File: src/rtl/apple1_bus_pkg.sv
// Shared types, constants and parameter-field helpers for the Apple-1 bus controller.
package apple1_bus_pkg;

    typedef enum logic [1:0] {
        ST_IDLE = 2'd0,
        ST_WAIT = 2'd1,
        ST_DONE = 2'd2
    } bus_state_t;

    localparam logic [7:0] DATA_IDLE = 8'hFF;

    // Wide enough to hold any packed per-slot parameter vector we expect to see.
    localparam int unsigned FIELD_BUS_W = 1024;

    function automatic logic [31:0] slot_field(
        input logic [FIELD_BUS_W-1:0] packed_v,
        input int unsigned            width,
        input int unsigned            idx
    );
        logic [FIELD_BUS_W-1:0] shifted;
        shifted = packed_v >> (width * idx);
        return shifted[31:0] & ((32'd1 << width) - 32'd1);
    endfunction

    function automatic logic [3:0] slot_wait(
        input logic [FIELD_BUS_W-1:0] packed_v,
        input int unsigned            idx
    );
        return 4'(slot_field(packed_v, 4, idx));
    endfunction

endpackage

File: src/rtl/apple1_addr_decode.sv
// Combinational priority decoder: lowest-numbered matching slot wins, no match means RAM.
module apple1_addr_decode
    import apple1_bus_pkg::*;
#(
    parameter int                          NUM_SLOTS = 4,
    parameter int                          ADDR_W    = 16,
    parameter logic [NUM_SLOTS*ADDR_W-1:0] SLOT_BASE = {16'hD010, 16'hD012, 16'hF000, 16'hC000},
    parameter logic [NUM_SLOTS*ADDR_W-1:0] SLOT_MASK = {16'hFFFE, 16'hFFFE, 16'hFFF8, 16'hFF00},
    localparam int                         IDX_W     = (NUM_SLOTS > 1) ? $clog2(NUM_SLOTS) : 1
) (
    input  logic [ADDR_W-1:0]    addr,
    output logic                 hit,
    output logic [IDX_W-1:0]     idx,
    output logic [NUM_SLOTS-1:0] onehot
);

    logic [NUM_SLOTS-1:0] match;

    for (genvar gi = 0; gi < NUM_SLOTS; gi++) begin : g_match
        localparam logic [ADDR_W-1:0] BASE = ADDR_W'(slot_field(FIELD_BUS_W'(SLOT_BASE), ADDR_W, gi));
        localparam logic [ADDR_W-1:0] MASK = ADDR_W'(slot_field(FIELD_BUS_W'(SLOT_MASK), ADDR_W, gi));
        assign match[gi]  = ((addr & MASK) == BASE);
        assign onehot[gi] = hit && (idx == IDX_W'(gi));
    end

    // Scan from the top down so the lowest matching index is the last one written.
    always_comb begin
        hit = 1'b0;
        idx = '0;
        for (int i = NUM_SLOTS - 1; i >= 0; i--) begin
            if (match[i]) begin
                hit = 1'b1;
                idx = IDX_W'(i);
            end
        end
    end

endmodule

File: src/rtl/apple1_bus_ctrl.sv
// CPU-side bus controller: fast targets answer combinationally, slow slots stall the CPU
// through a latched WAIT/DONE handshake with wait states, optional ack and a timeout.
module apple1_bus_ctrl
    import apple1_bus_pkg::*;
#(
    parameter int                          NUM_SLOTS = 4,
    parameter int                          ADDR_W    = 16,
    parameter int                          DATA_W    = 8,
    parameter logic [NUM_SLOTS*ADDR_W-1:0] SLOT_BASE = {16'hD010, 16'hD012, 16'hF000, 16'hC000},
    parameter logic [NUM_SLOTS*ADDR_W-1:0] SLOT_MASK = {16'hFFFE, 16'hFFFE, 16'hFFF8, 16'hFF00},
    parameter logic [NUM_SLOTS*4-1:0]      SLOT_WAIT = {4'd0, 4'd0, 4'd0, 4'd3},
    parameter logic [NUM_SLOTS-1:0]        SLOT_ACK  = 4'b0000,
    parameter int                          TIMEOUT   = 64,
    localparam int                         IDX_W     = (NUM_SLOTS > 1) ? $clog2(NUM_SLOTS) : 1,
    localparam int                         TMO_W     = (TIMEOUT > 0) ? $clog2(TIMEOUT + 1) : 1
) (
    input  logic                          sys_clock,
    input  logic                          reset_n,
    input  logic                          cpu_clken,
    input  logic [ADDR_W-1:0]             cpu_addr,
    input  logic                          cpu_rw_n,
    input  logic [DATA_W-1:0]             cpu_dout,
    output logic [DATA_W-1:0]             cpu_din,
    output logic                          cpu_rdy,
    output logic [NUM_SLOTS-1:0]          slot_cs,
    output logic                          slot_we,
    output logic [ADDR_W-1:0]             slot_addr,
    output logic [DATA_W-1:0]             slot_wdata,
    input  logic [NUM_SLOTS*DATA_W-1:0]   slot_rdata,
    input  logic [NUM_SLOTS-1:0]          slot_ack,
    output logic                          ram_cs,
    output logic                          ram_wr,
    input  logic [DATA_W-1:0]             ram_dout,
    output logic                          bus_err,
    input  logic                          bus_err_clr
);

    logic                 dec_hit;
    logic [IDX_W-1:0]     dec_idx;
    logic [NUM_SLOTS-1:0] dec_onehot;

    logic [DATA_W-1:0]    rdata_arr [NUM_SLOTS];
    logic [3:0]           wait_arr  [NUM_SLOTS];
    logic [NUM_SLOTS-1:0] fast_vec;
    logic [NUM_SLOTS-1:0] sel_onehot;

    bus_state_t           state_reg, state_next;
    logic [3:0]           wait_cnt_reg;
    logic [TMO_W-1:0]     tmo_cnt_reg;
    logic [ADDR_W-1:0]    addr_reg;
    logic [DATA_W-1:0]    wdata_reg;
    logic [DATA_W-1:0]    rdata_q;
    logic                 rw_reg;
    logic [IDX_W-1:0]     idx_reg;
    logic                 we_pulse_reg;
    logic                 bus_err_reg;

    logic                 tgt_fast;
    logic                 issue;
    logic                 complete;
    logic                 expire;

    apple1_addr_decode #(
        .NUM_SLOTS (NUM_SLOTS),
        .ADDR_W    (ADDR_W),
        .SLOT_BASE (SLOT_BASE),
        .SLOT_MASK (SLOT_MASK)
    ) u_decode (
        .addr   (cpu_addr),
        .hit    (dec_hit),
        .idx    (dec_idx),
        .onehot (dec_onehot)
    );

    for (genvar gi = 0; gi < NUM_SLOTS; gi++) begin : g_slot
        assign rdata_arr[gi]  = slot_rdata[gi*DATA_W +: DATA_W];
        assign wait_arr[gi]   = slot_wait(FIELD_BUS_W'(SLOT_WAIT), gi);
        assign fast_vec[gi]   = (wait_arr[gi] == 4'd0) && !SLOT_ACK[gi];
        assign sel_onehot[gi] = (idx_reg == IDX_W'(gi));
    end

    assign tgt_fast = !dec_hit || fast_vec[dec_idx];
    assign issue    = (state_reg == ST_IDLE) && !tgt_fast && cpu_clken;
    assign complete = (state_reg == ST_WAIT) && (wait_cnt_reg == 4'd0)
                      && (!SLOT_ACK[idx_reg] || slot_ack[idx_reg]);
    // Completion takes precedence when ack and expiry land in the same cycle.
    assign expire   = (state_reg == ST_WAIT) && !complete && (tmo_cnt_reg <= TMO_W'(1));
    assign bus_err  = bus_err_reg;

    always_comb begin
        state_next = state_reg;
        cpu_rdy    = 1'b0;
        cpu_din    = rdata_q;
        slot_cs    = sel_onehot;
        slot_addr  = addr_reg;
        slot_wdata = wdata_reg;
        slot_we    = we_pulse_reg;
        ram_cs     = 1'b0;
        ram_wr     = 1'b0;

        case (state_reg)
            ST_IDLE: begin
                if (issue) begin
                    state_next = ST_WAIT;
                end
                // A slow slot is only selected once its access has been latched.
                cpu_rdy    = tgt_fast;
                slot_addr  = cpu_addr;
                slot_wdata = cpu_dout;
                slot_cs    = tgt_fast ? dec_onehot : '0;
                ram_cs     = !dec_hit;
                ram_wr     = !dec_hit && !cpu_rw_n && cpu_clken;
                slot_we    = dec_hit && tgt_fast && !cpu_rw_n && cpu_clken;
                if (!dec_hit) begin
                    cpu_din = ram_dout;
                end else if (tgt_fast) begin
                    cpu_din = rdata_arr[dec_idx];
                end else begin
                    cpu_din = DATA_W'(DATA_IDLE);
                end
            end
            ST_WAIT: begin
                if (complete || expire) begin
                    state_next = ST_DONE;
                end
            end
            ST_DONE: begin
                cpu_rdy = 1'b1;
                if (cpu_clken) begin
                    state_next = ST_IDLE;
                end
            end
            default: begin
                state_next = ST_IDLE;
            end
        endcase
    end

    always_ff @(posedge sys_clock or negedge reset_n) begin
        if (!reset_n) begin
            state_reg    <= ST_IDLE;
            wait_cnt_reg <= 4'd0;
            tmo_cnt_reg  <= '0;
            addr_reg     <= '0;
            wdata_reg    <= '0;
            rw_reg       <= 1'b1;
            idx_reg      <= '0;
            rdata_q      <= DATA_W'(DATA_IDLE);
            we_pulse_reg <= 1'b0;
            bus_err_reg  <= 1'b0;
        end else begin
            state_reg    <= state_next;
            we_pulse_reg <= complete && !rw_reg;

            if (issue) begin
                addr_reg     <= cpu_addr;
                wdata_reg    <= cpu_dout;
                rw_reg       <= cpu_rw_n;
                idx_reg      <= dec_idx;
                wait_cnt_reg <= wait_arr[dec_idx];
                tmo_cnt_reg  <= TMO_W'(TIMEOUT);
            end else if (state_reg == ST_WAIT) begin
                if (wait_cnt_reg != 4'd0) begin
                    wait_cnt_reg <= wait_cnt_reg - 4'd1;
                end
                if (tmo_cnt_reg != '0) begin
                    tmo_cnt_reg <= tmo_cnt_reg - TMO_W'(1);
                end
            end

            if (complete) begin
                rdata_q <= rdata_arr[idx_reg];
            end else if (expire) begin
                rdata_q <= DATA_W'(DATA_IDLE);
            end

            // A timeout in the same cycle as a clear request keeps the flag set.
            if (expire) begin
                bus_err_reg <= 1'b1;
            end else if (bus_err_clr) begin
                bus_err_reg <= 1'b0;
            end
        end
    end

endmodule

File: config.mk
export PLATFORM = sky130hd
export DESIGN_NAME = apple1_bus_ctrl
export DESIGN_NICKNAME = d
export VERILOG_FILES = /design/src/rtl/apple1_bus_pkg.sv /design/src/rtl/apple1_addr_decode.sv /design/src/rtl/apple1_bus_ctrl.sv
export SDC_FILE = /design/constraint.sdc
export NUM_CORES = 1
export LEC_CHECK = 0
export ABC_CLOCK_PERIOD_IN_PS = 3550
export CORE_UTILIZATION = 32
export DETAILED_ROUTE_END_ITERATION = 6
export GPL_TIMING_DRIVEN = 0
export MAX_ROUTING_LAYER = met4
export PLACE_DENSITY = 0.65
export SLEW_MARGIN = 20
export SYNTH_ARGS = -nofsm -noshare
export SYNTH_HDL_FRONTEND = slang
export SYNTH_SLANG_ARGS = --single-unit
File: constraint.sdc
create_clock -name sys_clock -period 3.55 [get_ports sys_clock]
set_input_delay 0.355 -clock sys_clock [delete_from_list [all_inputs] [get_ports sys_clock]]
set_output_delay 0.355 -clock sys_clock [all_outputs]
set_load 0.02 [all_outputs]
=== Word-level counts from Yosys, hierarchy flattened ===
Index checks and enable logic that the tools add are counted.
Widths: inputs -> output; s select.

* $add $sub $neg: 2
* Magnitude comparators: 5
* Equality and inequality tests: 15
* Multiplexer cells: 48
* Bitwise gates (word level): 2
* Reduce and logical (&&, ||, !) cells: 39

{| class="wikitable"
|+ Operators by type and width
! operator !! number
|-
| $mux 8 || 10
|-
| $bmux 8 s2 || 2
|-
| $eq 15x15->1 const B || 2
|-
| $mux 4 || 7
|-
| $mux 7 || 3
|-
| $logic_and 1x1->1 || 16
|-
| $mux 16 || 1
|-
| $mux 2 || 7
|-
| $eq 13x13->1 const B || 1
|-
| $mux 1 || 12
|-
| $eq 2x2->1 const B || 5
|-
| $reduce_bool 2->1 || 5
|-
| $bmux 4 s2 || 1
|-
| $eq 8x8->1 const B || 1
|-
| $le 7x1->1 const B || 1
|-
| $reduce_bool 7->1 || 1
|-
| $sub 7x1->7 const B || 1
|-
| $bmux 1 s2 || 3
|-
| $eq 2x1->1 const B || 3
|-
| $ge 3x3->1 const B || 2
|-
| $logic_not 1->1 || 6
|-
| $logic_not 2->1 || 3
|-
| $lt 2x3->1 const B || 2
|-
| $not 2->3 || 2
|-
| other kinds (10) || 14
|}

* Flip-flop bits (word level): 50
* Input port bits: 73
* Output and inout bits: 41
* Word-level logic and storage cells: 121

=== Depth between registers and ports, before layout ===
Gate-level depths: netlist (run 1).

* Depth after elaboration: 13
* Mapped depth: 7
* Mapped depth without buffers: 6

=== Hierarchy ===
Synthesis (run 1) repeated with hierarchy kept, for this count alone.

* Cell total of the unflattened synthesis: 349
* Area, all modules: 3180.6 um2

{| class="wikitable"
|+ Modules (own cells, without submodules)
! module !! times used !! cells an instance !! area each (um2) !! seq. area each (um2)
|-
| apple1_bus_ctrl || 1 || 330 || 3020.4 || 1262.5
|-
| apple1_addr_decode || 1 || 19 || 160.2 || 0.0
|}

=== Worst setup path before layout (run 1) ===
Ideal clock, no wire load.

* Path kind: input to output
* Start point: input cpu_addr[5]
* End point: output cpu_din[0]
* Arrival: 1.760 ns
* Required time: 3.195 ns
* Slack: 1.435 ns
* Stages: 4
* Path buffers: 0
* Cell sequence: nor4b_1 > a21oi_1 > o31ai_4 > a2bb2oi_1

* Word-level cells in the longest chain between the ends: 12
* Elaborated cells on any way between the ends: 22
* Classes of those cells: eq/ne: 3; mux: 16; bitwise: 1; reduce/logical: 2

{| class="wikitable"
|+ Ends and longest elaborated chain
! item !! line !! text
|-
| start, declared || apple1_bus_ctrl.sv:20 || <nowiki>input logic [ADDR_W-1:0] cpu_addr,</nowiki>
|-
| $eq 15x15->1 || apple1_addr_decode.sv:22 || <nowiki>assign match[gi] = ((addr & MASK) == BASE);</nowiki>
|-
| $mux 2 (4 in series) || apple1_addr_decode.sv:31 || <nowiki>if (match[i]) begin</nowiki>
|-
| $not 2->3 (implied by the code) || apple1_bus_ctrl.sv:117 || <nowiki>cpu_din = rdata_arr[dec_idx];</nowiki>
|-
| $bmux 8 s2 || apple1_bus_ctrl.sv:117 ||
|-
| $mux 8 (implied by the code) (2 in series) || apple1_bus_ctrl.sv:117 ||
|-
| $mux 8 || apple1_bus_ctrl.sv:116 || <nowiki>end else if (tgt_fast) begin</nowiki>
|-
| $mux 8 * || apple1_bus_ctrl.sv:114 || <nowiki>if (!dec_hit) begin</nowiki>
|-
| $mux 8 * || apple1_bus_ctrl.sv:101 || <nowiki>case (state_reg)</nowiki>
|-
| end, declared || apple1_bus_ctrl.sv:23 || <nowiki>output logic [DATA_W-1:0] cpu_din,</nowiki>
|}

Every way passes the cells marked *; elsewhere a longest branch is shown, timed or not. The select of a mux whose other input is x is not followed.

=== Worst setup path in the final report (run 1) ===
* Start point: input cpu_addr[5]
* End point: output cpu_din[4]

Same word-level chain as after synthesis.

==> results.yml, run 1 <==
status:
  outcome: "completed"
critical_path:
  cp_common_cell: "clkdlybuf4s50_1"
  setup.worst_path.class: "input pin to output pin"
  crit_path_top_delay_cell: "clkdlybuf4s50_1"
  endpoint_kind: "output pin"
  crit_start: "cpu_addr[5]"
  critPathMaxStageDelay_ns: 0.64
  critical_path.top_delay_family: "buffers and inverters"
  path_max_fanout: 10
  arrival_ns: 3.01
  critPathBufInv: 3
  worstPathCellList: "clkdlybuf4s50_1, nor4b_1, a21oi_1, o31ai_4, buf_12, a2bb2oi_1, clkdlybuf4s50_1"
  worst_setup_path_start_kind: "input pin"
  worstPathRequired_ns: 3.19
  reg2reg_from: "wait_cnt_reg[0]"
global_routing:
  grt_pass1_vias: 2610
  grt.total_usage_pct: 17.08
  grt_pass1_wl_um: 12970
  overflow: 0
  antenna_found_initial: 0
  grt_max_degree: 51
logic_synthesis:
  synth_common_cells: "mux2_2, dfrtp_1, nand2_1, nor2_1, nand2b_1"
  yosysMostFrequentCell: "mux2_2"
  async_flop_share_pct: 100.0
  synth-main-ff-cell: "dfrtp_1"
  ys_top_cells_by_area: "dfrtp_1, mux2_2, dfstp_2"
  synth.largest_area_cell: "dfrtp_1"
  synth_cells: 267
  synth_area_per_cell_sq_um: 11.32
  synth-seq-cells: 50
  synth-warning-count: 0
  syn_area_sq_um: 3023
  synth_top_area_share_pct: 33.94
  synth.distinct_cells: 48
  synth_edf_count: 0
  ys_seq_area_share_pct: 41.76
  syn-num-nets: 343
timing:
  skew_ns: 0.01227
  rsz0062_at_grt: "no"
  timing.final.crit_share_pct: 94.85
  tns_ns: 0
  final_max_slew_viol_count: 0
  worst_pin_slew_ns: 0.6609
  max_freq_mhz: 297.0
  min_period_ns: 3.367
  setup_viol: 0
  hold_viol_final: 0
  slew_headroom_pct: 55.32
place:
  routabilityCongestion: 0.7697
  io_buffers: 109
  hpwlAfterDp_um: 5836
cts:
  numCtsBuffers: 5
  cts_tree: "yes"
  numClockSinks: 50
  insertion_delay_ns: 0.30
  post_cts_resized: 0
  root_buffer: "clkbuf_8"
  path_clk_slew_ns: 0.09
  cts_buffer_depth: 2
  ctsHtreeMaxLevel: 2
job:
  cap_violations: 0
layout:
  fillCellCount: 883
  num_antenna_cells: 0
  syn2layout_area_growth_pct: 44.25
  finalNetCount: 460
  largest_register_ffs: 16
  final_layout_size_suffix_gt1_share_pct: 22.60
routing:
  ant_nets: 0
  route.met3.wl_um: 325
  routed_via_density: 5.119
  initialDrtViolationCount: 88
  drc: 0
  m1WireLength_um: 3566
  vias: 2539
  routed_wl_um: 7870
  wl_per_cell_um: 15.87
  routed-wl-met2_um: 3835
  firstDrtPassIters: 4
  routed.top_layer: "met4"
power_and_ir_drop:
  pwr_density_cell_nw_per_um2: 366.7
  finalPower_uw: 1599
  cellLeakagePower_uw: 0.001815
  peakVddDrop_mv: 0.1738
worst_hold_path:
  hp-class: "input pin to async pin"
floorplanning:
  rows: 35
  io_pins: 114
  core_area_sq_um: 9196
  die_h_um: 99.20
  fp.dieArea_sq_um: 9840
  die_w_um: 99.20
  initial_utilization_pct: 32.87
-- logic make-up after synthesis --
kind of cell,Yosys count,share of synthesized area (%)
compound gates,48,12.79
xor+xnor,4,1.159
fa+ha+maj,3,1.242
flops,50,41.76
simple gates,81,14.69
buf+inv,25,4.388
mux,56,23.97
-- path summary, 6_finish.rpt --
check,to,slack [ns],cells after the start
setup / recovery,cpu_din[4],0.18,7
hold / removal,addr_reg[3],0.08,1
min in group sys_clock,addr_reg[15],0.48,1
hold reg to reg,addr_reg[15],0.48,1
setup reg to reg,rdata_q[6],1.55,7
max in group asynchronous,wait_cnt_reg[0],3.05,1
-- metrics by stage --
| step | instance area [sq um] | cells | hold WS [ns] | util [%] | setup WS [ns] |
|---|---|---|---|---|---|
| 3_3_place_gp | 4253 | 487 | 0.4441 | 46.24 | 0.1088 |
| 5_1_grt | 4360 | 496 | 0.1188 | 47.42 | 0.1057 |
| 4_1_cts | 4340 | 495 | 0.09815 | 47.20 | 0.07279 |
| 3_5_place_dp | 4250 | 487 | 0.4262 | 46.22 | 0.08047 |
| 6_report | 4360 | 496 | 0.07579 | 47.42 | 0.1830 |
| 2_1_floorplan | 3023 | 267 | 0.05941 | - | 1.435 |
-- layout make-up --
type	count	area (sq um)	share of cell area, %
repair buffers	110	1109	25.42
plain buffers	15	95.09	2.181
inverters	10	37.54	0.8608
flip-flops and latches	50	1262	28.95
multi-input cells	192	1628	37.33
well taps	111	138.9	3.185
clock buffers	8	90.09	2.066
-- routing by layer --
layer  track usage (%)  up-vias
li1                  -     1223
met1             22.44     1245
met2             27.92       60
met3             2.249       11
met4             4.638        0
met5                 -        -
-- what timing repair did --
| action | in CTS | in global routing |
|---|---|---|
| hold buffers | 0 | 0 |
| setup endpoints to repair | 0 | 5 |
| setup buffers | 0 | 1 |
-- power breakdown --
group	internal [uW]	switching, uW	leakage [uW]
Sequential	637	50.4	0.000622
Clock	159	182	0.0000455
Combinational	309	262	0.00115
Total	1100	494	0.00181
-- cells in the final DEF (no fill, tap or decap), types with 6 or more instances in the layout --
master and n:
nand3_1 6, clkbuf_8 6, dfstp_2 9, a2bb2oi_1 8, o22a_1 8, nand2b_1 12
clkdlybuf4s50_1 108, nand2_1 17, dfrtp_1 41, clkbuf_1 8, mux4_2 8, and2_1 9
inv_1 10, nor2_1 14, o221ai_1 8, nor3_1 6, mux2_2 47
No activity file was read; power rests on OpenSTA's default activity.
==> run 2: changes to the inputs <==
--- a/config.mk
+++ b/config.mk
@@ -8,9 +8,10 @@
 export ABC_CLOCK_PERIOD_IN_PS = 3550
 export CORE_UTILIZATION = 32
 export DETAILED_ROUTE_END_ITERATION = 6
+export DONT_BUFFER_PORTS = 1
 export GPL_TIMING_DRIVEN = 0
 export MAX_ROUTING_LAYER = met4
-export PLACE_DENSITY = 0.65
+export PLACE_DENSITY = 0.5
 export SLEW_MARGIN = 20
 export SYNTH_ARGS = -nofsm -noshare
 export SYNTH_HDL_FRONTEND = slang
==> run 2 against run 1 <==
- register-to-register slack about the same
- clock power increased by 19%
- critical endpoint is now slot_cs[3]
- clock skew decreased by 0.00075 ns
- first-iteration DRC count increased by 2.3%
==> results.yml, run 2 (same netlist as run 1, synthesis figures left out) <==
timing:
  hold_viol_final: 0
  skew_ns: 0.01152
  setup_viol: 0
  timing.final.crit_share_pct: 76.59
  max_freq_mhz: 367.8
  min_period_ns: 2.719
  final_max_slew_viol_count: 0
  slew_headroom_pct: 46.47
  worst_pin_slew_ns: 0.7961
  rsz0062_at_grt: "no"
  tns_ns: 0
cts:
  cts_buffer_depth: 2
  path_clk_slew_ns: 0.10
  numClockSinks: 50
  insertion_delay_ns: 0.31
  numCtsBuffers: 5
  ctsHtreeMaxLevel: 2
  root_buffer: "clkbuf_8"
  postCtsSetupBuffers: 0
  post_cts_resized: 0
  cts_tree: "yes"
critical_path:
  r2r_setup_slack_ns: 1.55
  critPathBufInv: 1
  r2r-end: "rdata_q[6]"
  worstPathRequired_ns: 3.19
  worstPathCellList: "nor2_1, nand3_1, clkbuf_1, o31ai_1"
  endpoint_kind: "output pin"
  arrival_ns: 2.36
  critical_path.top_delay_family: "compound AO/OA/AOI/OAI gates"
  crit_path_top_delay_cell: "o31ai_1"
  reg2regPathDepth: 7
  path_max_fanout: 10
  worst_setup_path_start_kind: "register"
  setup.worst_path.class: "register to output pin"
  critPathMaxStageDelay_ns: 0.73
  reg2reg_from: "wait_cnt_reg[0]"
routing:
  firstDrtPassIters: 4
  vias: 2162
  routed_wl_um: 7187
  wl_per_cell_um: 18.52
  ant_nets: 0
  drc: 0
  initialDrtViolationCount: 90
  routed_via_density: 5.572
place:
  io_buffers: 0
  hpwlAfterDp_um: 5234
  dp_cells: 378
  routabilityCongestion: 0.7464
worst_hold_path:
  holdPathEnd: "bus_err"
  hold_path_depth: 1
  hp-class: "input pin to register"
  hold_start: "bus_err_clr"
floorplanning:
  rows: 35
  die_w_um: 99.20
  initial_utilization_pct: 32.87
  core_area_sq_um: 9196
  fp.dieArea_sq_um: 9840
  die_h_um: 99.20
  io_pins: 114
global_routing:
  grt_max_degree: 51
  grt_pass1_wl_um: 11480
  antenna_found_initial: 0
  grt_pass1_vias: 2178
  overflow: 0
  grt.total_usage_pct: 15.47
layout:
  finalNetCount: 352
  num_antenna_cells: 0
  fin_cells: 388
  final_cell_mix: "mux2_2, dfrtp_1, nand2_1"
  syn2layout_area_growth_pct: 9.478
  largest_register_ffs: 16
  final_layout_size_suffix_gt1_share_pct: 31.41
  layout_commonest_cell: "mux2_2"
power_and_ir_drop:
  p_switching_uw: 478.3
  cellLeakagePower_uw: 0.001405
  power_frac_comb_pct: 26.4
  clock_power_share_pct: 27.3
  pwr_density_cell_nw_per_um2: 449.3
  power_frac_seq_pct: 46.3
  p_int_uw: 1009
  peakVddDrop_mv: 0.1850
  sw_frac_of_total_pct: 32.16
job:
  cap_violations: 0
status:
  outcome: "completed"
run 2: power by group through the flow:
stage	combinational, uW	sequential [uW]	clock (uW)
finish	392	689	406
floorplan	324	686	0
CTS	398	688	422
global placement	371	697	0
detailed placement	379	698	0
global route	436	699	446
run 2: area by class of cell:
type | instances | area, sq um
clock buffer | 6 | 72.57
fill | 953 | 5887
multi-input combinational | 192 | 1628
tap | 111 | 138.9
inverter | 10 | 37.54
clock inverter | 2 | 37.54
timing repair buffer | 2 | 37.54
sequential | 50 | 1262
buffer | 15 | 95.09
run 2: worst max-delay path by stage:
| stage | depth (start not counted) | end | startpoint |
|---|---|---|---|
| after detailed placement | 4 | cpu_din[6] | cpu_addr[5] |
| after global placement | 4 | cpu_din[6] | cpu_addr[5] |
| after global routing | 4 | slot_cs[3] | state_reg[0] |
| final | 4 | slot_cs[3] | state_reg[0] |
| after floorplan | 4 | cpu_din[0] | cpu_addr[5] |
| after CTS | 4 | slot_cs[3] | state_reg[0] |
run 2: routing by layer:
metal	wire [um]	GRT usage (%)	vias to the layer above
met3	482	4.006	6
met1	3280	20.41	1084
li1	-	-	1004
met2	3353	23.83	68
met4	70	3.733	0
met5	0	-	-
run 2: worst reg2reg max path: stages (launching register included):
cell and delay (ns):
dfrtp_1 0.39, inv_1 0.09, ha_1 0.18, or3b_1 0.42, or2_0 0.21, buf_2 0.20, o21ai_2 0.23, o22a_1 0.23
run 2: through the flow:
stage               instance area [sq um]  total power [uW]  hold WS, ns  worst slack, ns  util (%)
floorplan                            3023              1010      0.05941            1.435         -
CTS                                  3309              1508       0.1332           0.7857     35.99
global placement                     3162              1067      0.06103           0.9032     34.38
global route                         3309              1581       0.1402           0.6519     35.99
finish                               3309              1487       0.1485           0.8310     35.99
detailed placement                   3162              1078      0.06092           0.8945     34.38
run 2: repair_timing:
item                                    4_1_cts  5_1_grt
endpoints found under the hold margin        50        0
endpoints found under the setup margin        0        0
hold buffers                                  2        0
